## config.mk

```make
export PLATFORM = sky130hd
export DESIGN_NAME = d_to_sr_driver
export DESIGN_NICKNAME = d
export VERILOG_FILES = /design/src/rtl/d_to_sr_driver.sv
export SDC_FILE = /design/constraint.sdc
export NUM_CORES = 1
export LEC_CHECK = 0
export ABC_CLOCK_PERIOD_IN_PS = 2900
export CORE_MARGIN = 5
export CORE_UTILIZATION = 40
export DETAILED_ROUTE_END_ITERATION = 12
export GPL_ROUTABILITY_DRIVEN = 0
export PLACE_DENSITY = 0.7
export SLEW_MARGIN = 25
export SYNTH_ARGS = -nofsm -noshare
export SYNTH_HDL_FRONTEND = slang
export SYNTH_SLANG_ARGS = --single-unit
```

## constraint.sdc

```tcl
create_clock -name clk -period 2.9 [get_ports clk]
set_clock_uncertainty 0.05 [all_clocks]
set_input_delay 0.87 -clock clk [delete_from_list [all_inputs] [get_ports clk]]
set_output_delay 0.87 -clock clk [all_outputs]
set_load 0.02 [all_outputs]
```

## src/rtl/d_to_sr_driver.sv

```systemverilog
// Write-side driver giving a bank of SR cells D-register semantics (target -> Set/Reset excitation, settle, verify).
// Optional SR_DRV_RETRY_EN: a failed check triggers one re-drive before the error is reported.
module d_to_sr_driver #(
    parameter int WIDTH      = 8,
    parameter int SETTLE_CYC = 2
) (
    input  logic             clk,
    input  logic             rst,
    input  logic             wr_valid,
    output logic             wr_ready,
    input  logic [WIDTH-1:0] wr_data,
    output logic [WIDTH-1:0] sr_S,
    output logic [WIDTH-1:0] sr_R,
    input  logic [WIDTH-1:0] sr_Q,
    output logic             busy,
    output logic             done,
    output logic             err,
    output logic [WIDTH-1:0] err_mask,
    input  logic             err_clr
);

    localparam int CNT_W = 4;

    typedef enum logic [1:0] {IDLE, DRIVE, RELEASE, CHECK} state_t;

    state_t             state, state_nxt;
    logic [CNT_W-1:0]   cnt;
    logic [WIDTH-1:0]   target;
    logic [WIDTH-1:0]   drive_tgt;
    logic [WIDTH-1:0]   exc_s, exc_r;
    logic [WIDTH-1:0]   mismatch;
    logic               accept;
    logic               load;
    logic               redrive;
    logic               set_err;
    logic               noop_done;

    function automatic logic [WIDTH-1:0] set_excite(input logic [WIDTH-1:0] t,
                                                    input logic [WIDTH-1:0] q);
        return t & ~q;
    endfunction

    function automatic logic [WIDTH-1:0] reset_excite(input logic [WIDTH-1:0] t,
                                                      input logic [WIDTH-1:0] q);
        return ~t & q;
    endfunction

    assign wr_ready = (state == IDLE);
    assign busy     = (state != IDLE);
    assign accept   = wr_valid & wr_ready;

    // In IDLE the excitation comes from the incoming word; on a re-drive from the latched target.
    assign drive_tgt = (state == IDLE) ? wr_data : target;
    assign exc_s     = set_excite(drive_tgt, sr_Q);
    assign exc_r     = reset_excite(drive_tgt, sr_Q);
    assign mismatch  = sr_Q ^ target;

`ifdef SR_DRV_RETRY_EN
    logic retried;

    always_ff @(posedge clk or posedge rst) begin
        if (rst) begin
            retried <= 1'b0;
        end else if (state == IDLE) begin
            retried <= 1'b0;
        end else if (redrive) begin
            retried <= 1'b1;
        end
    end

    assign redrive = (state == CHECK) && (mismatch != '0) && !retried;
`else
    assign redrive = 1'b0;
`endif

    assign set_err = (state == CHECK) && !redrive && (mismatch != '0);
    assign done    = noop_done | ((state == CHECK) && !redrive);

    always_ff @(posedge clk or posedge rst) begin
        if (rst) begin
            state <= IDLE;
        end else begin
            state <= state_nxt;
        end
    end

    always_comb begin
        state_nxt = state;
        load      = 1'b0;
        case (state)
            IDLE: begin
                if (accept && (wr_data != sr_Q)) begin
                    state_nxt = DRIVE;
                    load      = 1'b1;
                end
            end
            DRIVE: begin
                if (cnt == CNT_W'(1)) begin
                    state_nxt = RELEASE;
                end
            end
            RELEASE: begin
                state_nxt = CHECK;
            end
            CHECK: begin
                if (redrive) begin
                    state_nxt = DRIVE;
                    load      = 1'b1;
                end else begin
                    state_nxt = IDLE;
                end
            end
            default: begin
                state_nxt = IDLE;
            end
        endcase
    end

    // Excitation is registered and dropped on the last DRIVE edge so RELEASE sees both low.
    always_ff @(posedge clk or posedge rst) begin
        if (rst) begin
            sr_S      <= '0;
            sr_R      <= '0;
            cnt       <= '0;
            noop_done <= 1'b0;
        end else begin
            noop_done <= accept && (wr_data == sr_Q);
            if (load) begin
                sr_S <= exc_s;
                sr_R <= exc_r;
                cnt  <= CNT_W'(SETTLE_CYC);
            end else if (state == DRIVE) begin
                cnt <= cnt - CNT_W'(1);
                if (cnt == CNT_W'(1)) begin
                    sr_S <= '0;
                    sr_R <= '0;
                end
            end
        end
    end

    always_ff @(posedge clk) begin
        if (accept) begin
            target <= wr_data;
        end
    end

    // A mismatch recorded in the same cycle as err_clr replaces the old mask rather than merging.
    always_ff @(posedge clk or posedge rst) begin
        if (rst) begin
            err      <= 1'b0;
            err_mask <= '0;
        end else if (set_err) begin
            err      <= 1'b1;
            err_mask <= (err_clr ? '0 : err_mask) | mismatch;
        end else if (err_clr) begin
            err      <= 1'b0;
            err_mask <= '0;
        end
    end

endmodule
```

==> results of run 1 <==
[registers in the layout, summed over array words and instances, names as in the netlist]
| name | flops |
|---|---|
| err | 1 |
| err_mask | 8 |
| target | 8 |
| sr_R | 8 |
| noop_done | 1 |
| cnt | 4 |
| state | 2 |
| sr_S | 8 |
[per-layer routing]
layer | global-route usage [%] | vias up | routed length (um)
met1 | 19.10 | 687 | 2046
met2 | 23.89 | 41 | 2019
li1 | - | 730 | -
met5 | 0 | - | 0
met4 | 6.081 | 0 | 119
met3 | 3.548 | 12 | 223
[kinds of logic after synthesis]
group / Yosys count / share of synthesized area [%]
AND/OR/NAND/NOR: 56 / 13.83
AO/OA/AOI/OAI: 17 / 5.397
XOR/XNOR: 19 / 8.251
buffers and inverters: 24 / 5.272
flip-flops: 40 / 51.61
adder cells (fa/ha/maj): 6 / 3.722
multiplexers: 24 / 11.91
[cell usage in the layout (no fill, tap or decap), types with 2 or more instances in the layout]
| master | count |
|---|---|
| a311oi_1 | 2 |
| buf_4 | 5 |
| clkbuf_8 | 5 |
| clkdlybuf4s50_1 | 47 |
| dfrtp_1 | 32 |
| edfxtp_1 | 8 |
| ha_1 | 6 |
| inv_1 | 17 |
| mux2i_1 | 24 |
| nand2_1 | 28 |
| nand4_1 | 3 |
| nor2_1 | 4 |
| nor3_1 | 2 |
| nor4_1 | 2 |
| o21ai_0 | 4 |
| o22ai_1 | 8 |
| or2_2 | 9 |
| or4_1 | 2 |
| xnor2_1 | 10 |
| xor2_1 | 9 |
[where the power goes]
group | leakage [nW] | internal [W] | switching (W)
registers | 0.484 | 0.000802 | 0.000138
logic | 0.583 | 0.000640 | 0.000702
clock network | 0.0548 | 0.000259 | 0.000213
[metrics by stage]
step	util (%)	power (W)	hold slack [ns]	setup WS, ns
after CTS	55.74	0.002781	0.4830	0.1705
after global routing	55.74	0.002959	0.5099	0.06957
after global placement	53.35	0.002283	0.4664	0.2281
after floorplan	-	0.001742	0.4605	0.6907
final	55.74	0.002754	0.4774	0.1858
after detailed placement	53.35	0.002300	0.4682	0.1889
[critical path, stage by stage, from the launching register on]
cell and delay, ns:
dfrtp_1 0.44, ha_1 0.22, or2_2 0.30, clkdlybuf4s50_1 0.54
[cell type report]
cell class	instances	area (um^2)	area share, %
sequential	40	1041	38.77
multi-input combinational	122	873.3	32.53
timing repair buffer	52	508.0	18.92
tap	67	83.83	3.122
clock buffer	5	68.82	2.563
inverter	17	63.81	2.377
clock inverter	3	46.29	1.724
[worst max-delay path by stage]
| stage | from | endpoint | slack [ns] | cells after the start |
|---|---|---|---|---|
| final | state[1] | done | 0.19 | 3 |
| after global routing | state[1] | busy | 0.07 | 4 |
| after CTS | state[1] | done | 0.17 | 3 |
| after detailed placement | sr_Q[5] | sr_R[7] | 0.19 | 6 |
| after global placement | sr_Q[5] | sr_S[4] | 0.23 | 6 |
| after floorplan | state[1] | busy | 0.69 | 4 |
==> flow_summary.json, run 1 <==
{
  "routedWlPerCell_um": 14.41,
  "worstPathMaxFanout": 5,
  "start_util_pct": 41.87,
  "core_area_mm2": 0.004817,
  "yosysMostFrequentCell": "dfrtp_1",
  "hold_path.class": "reg2reg",
  "synth_commonest_cells": "32 x dfrtp_1, 28 x nand2_1, 24 x mux2i_1, 17 x inv_1, 10 x xnor2_1",
  "rrSetupSlack_ns": 1.04,
  "grt_setup_unrepaired": "false",
  "grt_max_degree": 33,
  "worstMarginPinSlew_ns": 0.4794,
  "slew_headroom_pct": 67.74,
  "vias_per_cell": 4.804,
  "dp_hpwl_um": 3247,
  "worstHoldEndpoint": "err_mask[3]",
  "vdd_drop_max_mv": 0.4524,
  "drtIter0Drc": 80,
  "syn_nets": 212,
  "clkSlewWorstSetupHoldPaths_ns": 0.09,
  "synth-seq-cells": 40,
  "reg2reg_to": "target[0]",
  "numPlacedInstances": 298,
  "drc": 0,
  "numCtsBuffers": 5,
  "ctsHoldBuffers": 0,
  "cp-start-kind": "flip-flop",
  "yosysTopAreaCellShare_pct": 39.70,
  "clock-sinks": 40,
  "synth_edf_count": 8,
  "die_area_mm2": 0.006563,
  "worstSkewPairLatency_ns": 0.30,
  "ys.warnings.count": 0,
  "synthCells": 186,
  "whs_path_depth": 2,
  "powerDensity_mw_per_mm2": 1025,
  "die_w_um": 81.01,
  "grt_pass1_vias": 1580,
  "final_hold_viol_count": 0,
  "synthTopCellsByArea": "dfrtp_1 40%, mux2i_1 12%, edfxtp_1 12%",
  "insertedDiodeCount": 0,
  "htreeDepth": 2,
  "cellLeakagePower_nw": 1.122,
  "routed_wl_um": 4409,
  "finalSetupViolCount": 0,
  "fin_cells": 306,
  "area_growth_pct": 33.13,
  "synthDistinctLibCells": 29,
  "cp.arrival_ns": 1.79,
  "ys.flop_type": "dfrtp_1",
  "fp.dieH_um": 81.01,
  "cts_tree": "yes",
  "antenna_found_initial": 0,
  "crit_required_ns": 1.98,
  "clock.fmax_mhz": 368.4,
  "ys_seq_area_share_pct": 51.61,
  "grt_pass1_wl_um": 7355,
  "clockBufferDepth": 2,
  "fin_nets": 264,
  "postSynthAreaPerCell_um2": 10.84,
  "root_buffer": "clkbuf_8",
  "holdCritStartpoint": "err_mask[3]",
  "fillCellCount": 449,
  "async_reset_ff_share_pct": 80.00,
  "portBuffers": 47,
  "netlist.top_cell.by_area": "dfrtp_1",
  "min_period_ns": 2.714,
  "dr.pass1.iters": 4,
  "slew_viol_final": 0,
  "netlist_area_mm2": 0.002017,
  "post_cts_buffers": 0,
  "row_count": 25,
  "ios": 48,
  "setup_tns_ns": 0,
  "critical_path_class": "reg2out",
  "dpl-instance-area_mm2": 0.002570,
  "overflow": 0,
  "post_route_cells_drive_above_1_share_pct": 10.04,
  "status": "finished clean",
  "ctsResizeCount": 0,
  "endpoint_kind": "output pin",
  "max-cap-violations": 0,
  "reg2reg_depth": 5,
  "r2r_start": "state[1]",
  "ant_nets": 0,
  "fin_crit_sh_pct": 93.59,
  "grt_usage_pct": 14.83,
  "stdcell_area_mm2": 0.002685,
  "via_count": 1470
}
(Power assumes the default switching activity.)
==> inputs of run 2 (changes only) <==
Settings changed: ABC_AREA set to 1, PLACE_DENSITY 0.7 to 0.69.
==> flow_summary.json, run 2 <==
{
  "synthTopCellsByArea": "dfrtp_1 39%, edfxtp_1 12%, nand2_1 11%",
  "grt_pass1_vias": 1594,
  "cts_tree": "yes",
  "core_area_mm2": 0.005010,
  "setup_slack_ns": 0.1114,
  "ctsResizeCount": 0,
  "slew_viol_final": 0,
  "hold_path.class": "reg2reg",
  "ant_nets": 0,
  "critPathMaxStageDelay_ns": 0.54,
  "numPlacedInstances": 339,
  "die_area_mm2": 0.006612,
  "status": "finished clean",
  "fin_crit_sh_pct": 96.16,
  "crit_buf_inv": 1,
  "syn_nets": 249,
  "powerDensity_mw_per_mm2": 990.6,
  "slowest_stage": "clkdlybuf4s50_1",
  "overflow": 0,
  "routedWlPerCell_um": 12.77,
  "yosysMostFrequentCell": "nand2_1",
  "yosysTopAreaCellShare_pct": 39.36,
  "grt_max_degree": 33,
  "synthCells": 223,
  "fin_nets": 302,
  "finalSetupViolCount": 0,
  "ys.flop_type": "dfrtp_1",
  "ctsHoldBuffers": 0,
  "clkSlewWorstSetupHoldPaths_ns": 0.07,
  "dp_slack_ns": 0.3187,
  "min_period_ns": 2.789,
  "cp-start-kind": "flip-flop",
  "slew_headroom_pct": 62.65,
  "dr.pass1.iters": 4,
  "vdd_drop_max_mv": 0.3788,
  "dp_hpwl_um": 3448,
  "ys.warnings.count": 0,
  "drc": 0,
  "cp.arrival_ns": 1.87,
  "grt_pass1_wl_um": 7389,
  "fp.dieH_um": 81.32,
  "drtIter0Drc": 72,
  "via_count": 1644,
  "final_cell_mix": "62 x nand2_1, 47 x clkdlybuf4s50_1, 32 x dfrtp_1, 21 x nand3_1, 15 x inv_1",
  "synth_commonest_cells": "62 x nand2_1, 32 x dfrtp_1, 21 x nand3_1, 15 x inv_1, 12 x o21ai_0",
  "crit_chain": "ha_1 -> or2_2 -> clkdlybuf4s50_1",
  "clock.fmax_mhz": 358.6,
  "worstMarginPinSlew_ns": 0.5589,
  "start_util_pct": 40.61,
  "routed_wl_um": 4431,
  "root_buffer": "clkbuf_8",
  "critical_path_class": "reg2out",
  "clock-sinks": 40,
  "worstPathMaxFanout": 7,
  "post_route_cells_drive_above_1_share_pct": 10.83,
  "area_growth_pct": 30.93,
  "crit_required_ns": 1.98,
  "fin_cells": 347,
  "setup_tns_ns": 0,
  "insertedDiodeCount": 0,
  "post_cts_buffers": 0,
  "ys_seq_area_share_pct": 51.17,
  "netlist_area_mm2": 0.002034,
  "vias_per_cell": 4.738,
  "max-cap-violations": 0,
  "synth-seq-cells": 40,
  "synth_edf_count": 8,
  "die_w_um": 81.32,
  "async_reset_ff_share_pct": 80.00,
  "cp_top_family": "buffers and inverters",
  "row_count": 26,
  "layout_commonest_cell": "nand2_1",
  "grt_usage_pct": 14.68,
  "antenna_found_initial": 0,
  "postSynthAreaPerCell_um2": 9.123,
  "worstSkewPairLatency_ns": 0.29,
  "synthDistinctLibCells": 30,
  "portBuffers": 47,
  "final_hold_viol_count": 0,
  "netlist.top_cell.by_area": "dfrtp_1",
  "grt_setup_unrepaired": "false",
  "numCtsBuffers": 5,
  "ios": 48,
  "cellLeakagePower_nw": 1.213,
  "htreeDepth": 2,
  "clockBufferDepth": 2,
  "endpoint_kind": "output pin"
}
[run 2: changes by cell type in the layout (fill, tap and decap cells not counted), moves of 5 or more]
cell     change
mux2i_1     -24
o21ai_0      +8
nand2_1     +34
o21ai_1     +10
inv_2        +6
or2_2        -6
nand3_1     +20
o21ai_2      +5
o22ai_1      -8
[run 2: layout make-up]
cell class	instances	area, um^2
Tap cell	70	87.58
Timing Repair Buffer	52	508.0
Clock buffer	8	100.1
Multi-Input combinational cell	155	844.6
Fill cell	491	2346
Sequential cell	40	1041
Inverter	22	82.58
[run 2: worst min-delay path, stage by stage (launching register included)]
cell and delay, ns:
dfrtp_1 0.34, nand2_1 0.05, nand2_1 0.06
[run 2: logic make-up (layout without fill, tap and decap cells)]
family	after synthesis	after routing	synth area share, %
AND/OR/NAND/NOR	103	103	22.32
flip-flops	40	40	51.17
AO/OA/AOI/OAI	33	33	9.902
buffers and inverters	28	82	7.318
XOR/XNOR	13	13	5.597
adder cells (fa/ha/maj)	6	6	3.690
[run 2: worst paths after layout]
kind,depth (start not counted),slack (ns),to,from
min reg2reg,2,0.43,err,err
max,3,0.11,done,state[0]
min in group asynchronous,3,0.91,sr_S[4],rst
max in group asynchronous,3,1.57,sr_R[2],rst
min,2,0.43,err,err
max reg2reg,7,1.03,sr_R[0],state[0]
[run 2: layer usage]
metal | wire (um) | share of wire, % | global-route usage (%) | vias up
li1 | - | - | - | 832
met1 | 1953 | 44 | 18.09 | 758
met3 | 287 | 6.5 | 4.324 | 9
met4 | 90 | 2.0 | 5.912 | 0
met5 | 0 | 0 | 0 | -
met2 | 2100 | 47 | 23.94 | 45
[run 2: per-stage QoR]
stage	power [W]	area, um^2	utilization (%)	hold slack (ns)
floorplan	0.001748	2034	-	0.4293
global placement	0.002231	2564	51.17	0.4182
detailed placement	0.002260	2564	51.17	0.4157
CTS	0.002666	2664	53.17	0.4331
global route	0.002842	2664	53.17	0.4700
finish	0.002639	2664	53.17	0.4293
[run 2: report_power, final]
part / internal, W / switching (W) / total (W)
Clock: 0.000217 / 0.000186 / 0.000403
Sequential: 0.000792 / 0.000124 / 0.000916
Combinational: 0.000589 / 0.000731 / 0.00132
